File: src/rtl/alu_mdu.sv
// Registered EX-stage ALU with iterative unsigned multiply/divide.
// Single-cycle ops complete in one edge; MULTU/DIVU take N iterations under a busy/done handshake.
module alu_mdu #(
  parameter int N  = 32,
  parameter int SW = $clog2(N)
) (
  input  logic         clk,
  input  logic         rst,
  input  logic         start,
  input  logic [3:0]   func,
  input  logic [N-1:0] inp1,
  input  logic [N-1:0] inp2,
  output logic [N-1:0] out,
  output logic [N-1:0] hi,
  output logic         busy,
  output logic         done
);

  typedef enum logic [1:0] {IDLE, MUL, DIV} state_t;

  state_t         state;
  logic [SW-1:0]  count;
  logic [N-1:0]   opb;
  logic [2*N-1:0] work;

  logic [N-1:0]   alu_res;
  logic           alu_write;
  logic [N:0]     mul_sum;
  logic [2*N-1:0] mul_next;
  logic [N:0]     div_shift;
  logic [N:0]     div_diff;
  logic [2*N-1:0] div_next;
  logic           last_iter;

  always_comb begin
    alu_res   = '0;
    alu_write = 1'b1;
    case (func)
      4'b0000: alu_res = inp1 & inp2;
      4'b0001: alu_res = inp1 | inp2;
      4'b0010: alu_res = inp1 + inp2;
      4'b0110: alu_res = inp1 - inp2;
      4'b0111: alu_res = {{(N-1){1'b0}}, $signed(inp1) < $signed(inp2)};
      4'b1000: alu_res = {{(N-1){1'b0}}, inp1 < inp2};
      4'b1001: alu_res = inp1 ^ inp2;
      4'b1010: alu_res = ~(inp1 | inp2);
      4'b1011: alu_res = inp2 << inp1[SW-1:0];
      4'b1100: alu_res = inp2 >> inp1[SW-1:0];
      4'b1101: alu_res = $signed(inp2) >>> inp1[SW-1:0];
      default: alu_write = 1'b0;
    endcase
  end

  // work holds {accumulator, multiplier} for MULTU and {remainder, dividend/quotient} for DIVU.
  always_comb begin
    mul_sum   = {1'b0, work[2*N-1:N]} + (work[0] ? {1'b0, opb} : {(N+1){1'b0}});
    mul_next  = {mul_sum, work[N-1:1]};
    div_shift = {work[2*N-1:N], work[N-1]};
    div_diff  = div_shift - {1'b0, opb};
    div_next  = div_diff[N] ? {div_shift[N-1:0], work[N-2:0], 1'b0}
                            : {div_diff[N-1:0],  work[N-2:0], 1'b1};
    last_iter = (count == SW'(N - 1));
  end

  always_ff @(posedge clk or negedge rst) begin
    if (!rst) begin
      state <= IDLE;
      count <= '0;
      opb   <= '0;
      work  <= '0;
      out   <= '0;
      hi    <= '0;
      busy  <= 1'b0;
      done  <= 1'b0;
    end else begin
      done <= 1'b0;
      case (state)
        IDLE: begin
          if (start) begin
            if (func == 4'b1110) begin
              state <= MUL;
              busy  <= 1'b1;
              count <= '0;
              opb   <= inp1;
              work  <= {{N{1'b0}}, inp2};
            end else if (func == 4'b1111 && inp2 != '0) begin
              state <= DIV;
              busy  <= 1'b1;
              count <= '0;
              opb   <= inp2;
              work  <= {{N{1'b0}}, inp1};
            end else begin
              done <= 1'b1;
              if (func == 4'b1111) begin
                out <= '1;
                hi  <= inp1;
              end else if (alu_write) begin
                out <= alu_res;
              end
            end
          end
        end
        MUL: begin
          work  <= mul_next;
          count <= count + SW'(1);
          if (last_iter) begin
            out   <= mul_next[N-1:0];
            hi    <= mul_next[2*N-1:N];
            state <= IDLE;
            busy  <= 1'b0;
            done  <= 1'b1;
            count <= '0;
          end
        end
        DIV: begin
          work  <= div_next;
          count <= count + SW'(1);
          if (last_iter) begin
            out   <= div_next[N-1:0];
            hi    <= div_next[2*N-1:N];
            state <= IDLE;
            busy  <= 1'b0;
            done  <= 1'b1;
            count <= '0;
          end
        end
        default: state <= IDLE;
      endcase
    end
  end

endmodule

File: config.mk
export PLATFORM = sky130hd
export DESIGN_NAME = alu_mdu
export DESIGN_NICKNAME = d
export VERILOG_FILES = /design/src/rtl/alu_mdu.sv
export SDC_FILE = /design/constraint.sdc
export NUM_CORES = 1
export LEC_CHECK = 0
export ABC_AREA = 1
export BUFFER_PORTS_ARGS = -buffer_cell sky130_fd_sc_hd__buf_2
export CAP_MARGIN = 20
export CORE_ASPECT_RATIO = 0.5
export CORE_MARGIN = 2
export CORE_UTILIZATION = 30
export DETAILED_ROUTE_END_ITERATION = 16
export HOLD_SLACK_MARGIN = 0.1
export PLACE_DENSITY = 0.5
export SYNTH_ARGS = -nofsm -noshare
export SYNTH_HDL_FRONTEND = slang
export SYNTH_SLANG_ARGS = --single-unit
File: constraint.sdc
create_clock -name clk -period 3.6 [get_ports clk]
set_input_delay 0.72 -clock clk [delete_from_list [all_inputs] [get_ports clk]]
set_output_delay 0.72 -clock clk [all_outputs]
set_load 0.05 [all_outputs]
==> impl_metrics.py <==
metrics = {
    "layout": {
        "final_common_cell": "nand2_1",
        "multi_input_area_um2": 16900,
        "drive_above_1_share": 0.100,
        "layout_common_cells": "1388 x nand2_1, 573 x inv_1, 518 x nand3_1",
        "nets": 4782,
        "num-fill-cells": 9213,
        "fin_cells": 5644,
        "area_growth_pct": 15.3,
        "seq_area_um2": 4230,
    },
    "timing": {
        "setup_tns_ns": 0,
        "skew_ns": 0.0128,
        "hold_ws_ns": 0.298,
        "fmax_mhz": 304,
        "finalHoldViolations": 0,
        "timing.final.crit_period_ns": 3.29,
        "rsz0062_at_grt": "no",
        "report.final.slew_viol_count": 0,
        "min_period_over_period": 0.913,
        "worst_pin_slew_ns": 0.910,
        "max_slew_margin": 0.394,
        "setup_violations": 0,
    },
    "route": {
        "drtIter0Drc": 3875,
        "drc": 0,
        "finalWirelength_um": 139000,
        "wl_met2_um": 57100,
        "wl_met1_um": 63900,
        "vias": 30829,
        "drt-vias-per-instance": 5.46,
        "met3WireLength_um": 13600,
        "ant_nets": 0,
        "first_pass_iters": 6,
        "routed.top_layer": "met5",
        "post_drt_wl_per_cell_um": 24.6,
    },
    "place": {
        "portBuffers": 136,
        "post-dp-hpwl_um": 114000,
        "dpl.cell_count": 5606,
        "gp_congestion": 1.02,
    },
    "die": {
        "die_h_um": 205,
        "start_util": 0.304,
        "pin_count": 137,
        "coreArea_um2": 79600,
        "die_w_um": 406,
        "num_rows": 73,
        "die-area_um2": 83200,
    },
    "clock_network": {
        "cts_tree": "built",
        "clk_latency_ns": 0.49,
        "clockBufferDepth": 2,
        "root_buffer": "clkbuf_16",
        "cts-resized-gates": 0,
        "path_clk_slew_ns": 0.08,
        "cts_setup_buffers": 0,
        "htree_levels": 4,
        "postCtsHoldBufs": 0,
        "cts_sinks": 169,
        "cts_buffers": 17,
    },
    "power_and_ir_drop": {
        "finalPower_mw": 15.0,
        "power_density_nw_per_um2": 539,
        "intPower_mw": 6.41,
        "clock_power_share": 0.132,
        "ir_worst_vdd_mv": 0.490,
        "power_frac_comb": 0.655,
        "total_leakage_power_nw": 14.7,
        "power_switching_mw": 8.63,
        "seqPwrFrac": 0.214,
        "switching_share": 0.574,
    },
    "global_routing": {
        "grt_pass1_vias": 28928,
        "overflow": 0,
        "grt_max_degree": 85,
        "antenna_found_initial": 13,
        "grt_pass1_wl_um": 199000,
        "grt_util_all_layers": 0.328,
    },
    "synth": {
        "ys_ff_latch": 169,
        "avgSynthCellArea_um2": 5.56,
        "syn_nets": 4600,
        "synth_seq_area_share": 0.175,
        "synth_cell_types": 51,
        "synth_edf_count": 0,
        "netlist_instances": 4356,
        "syn-cell-area_um2": 24200,
        "synth_largest_area_cell": "nand2_1",
        "yosys_most_used_dff": "dfrtp_1",
        "synth_top_cell_area_share": 0.215,
        "synth.top_cells.by_area": "nand2_1 22%, dfrtp_1 17%, nand3_1 11%, inv_1 8.9%, ha_1 8.7%",
        "yosysWarnings": 0,
        "synthArstFlopShare": 1.00,
    },
    "setup_path": {
        "crit_path_max_incr_delay_ns": 0.50,
        "critPathSlowestCell": "ha_1",
        "required_ns": 4.02,
        "path_buf_inv": 4,
        "critPathCaptureType": "register",
        "arrival_ns": 3.70,
        "crit_type": "input port to register",
        "critical-path-top-delay-family": "compound AO/OA/AOI/OAI gates",
        "critPathLaunchType": "input port",
        "crit_path_frequent_cell": "nand2_1",
        "critPathMaxFanout": 7,
        "worstPathCellList": "buf_2 -> inv_1 -> ha_1 -> inv_1 -> a21oi_1 -> o21ai_0 -> inv_1 -> nand2_1 -> nand2_1 -> nand3_1 -> nand2_1 -> nand3_1 -> nand3_1 -> nand2_1 -> a21oi_1",
    },
    "run": {
        "drv_cap": 0,
    },
    "run_status": {
        "outcome": "completed",
    },
    "worst_hold_path": {
        "hold_path_class": "input port to asynchronous set/reset pin",
    },
}
## power groups by stage
stage | combinational [mW] | sequential [mW] | clock [mW]
after CTS | 9.70 | 3.21 | 2.02
final | 9.85 | 3.22 | 1.98
after global routing | 10.7 | 3.28 | 2.11
after floorplan | 5.12 | 4.31 | 0
after detailed placement | 9.66 | 3.24 | 0
after global placement | 9.67 | 3.23 | 0
## flip-flops by register name, indices dropped and copies added (netlist names)
signal and count:
opb 32, done 1, hi 32, count 5, out 32, state 2
busy 1, work 64
## Yosys cell counts (all sizes together) (9+ instances only)
master,instances
nand2,1402
xnor2,13
nor4,9
inv,595
o211ai,56
nor3,36
nor2,360
ha,169
o21bai,17
and2,18
o21ai,316
a211oi,9
dfrtp,169
buf,100
nand3,523
nand4,58
o22ai,37
a21boi,22
nand3b,18
clkinv,9
or2,12
a21oi,286
clkbuf,92
## logic make-up (layout without fill, tap and decap cells)
| group | Yosys count | after routing | synth area share |
|---|---|---|---|
| simple gates | 2438 | 2438 | 0.426 |
| buf+inv | 796 | 991 | 0.129 |
| compound gates | 766 | 766 | 0.174 |
| fa+ha+maj | 173 | 173 | 0.0906 |
| flops | 169 | 169 | 0.175 |
| xor+xnor | 14 | 14 | 0.00506 |
| other cells | 0 | 6 | 0 |
## worst paths after layout
path	cells after the start	endpoint	from	slack, ns
max	15	out[24]	inp2[15]	0.31
min	1	work[59]	rst	0.30
max reg2reg	14	hi[18]	work[0]	0.38
min reg2reg	2	count[4]	count[4]	0.51
max in group asynchronous	2	out[10]	rst	2.41
min in group clk	2	count[4]	count[4]	0.51
## final cells by class
cell class / instances / share of cell area
antenna: 6 / 0.000538
clock buffer: 17 / 0.0152
clock inverter: 15 / 0.00654
inverter: 604 / 0.0812
multi-input combinational: 3391 / 0.605
sequential: 169 / 0.151
tap: 1087 / 0.0487
timing repair buffer: 355 / 0.0915
## stage by stage
| stage | setup slack [ns] | cell area [µm²] | utilization |
|---|---|---|---|
| floorplan | 0.488 | 24200 | - |
| detailed placement | -0.0584 | 27300 | 0.343 |
| CTS | 0.442 | 27900 | 0.350 |
| global route | 0.150 | 27900 | 0.351 |
| global placement | -0.162 | 27300 | 0.343 |
| finish | 0.315 | 27900 | 0.351 |
## routing by layer
metal	global-route usage	vias to the layer above
met2	0.483	1394
li1	-	14502
met3	0.0785	199
met4	0.0899	6
met5	0	-
met1	0.473	14728
Note: power is estimated with default switching activity, not from simulation.
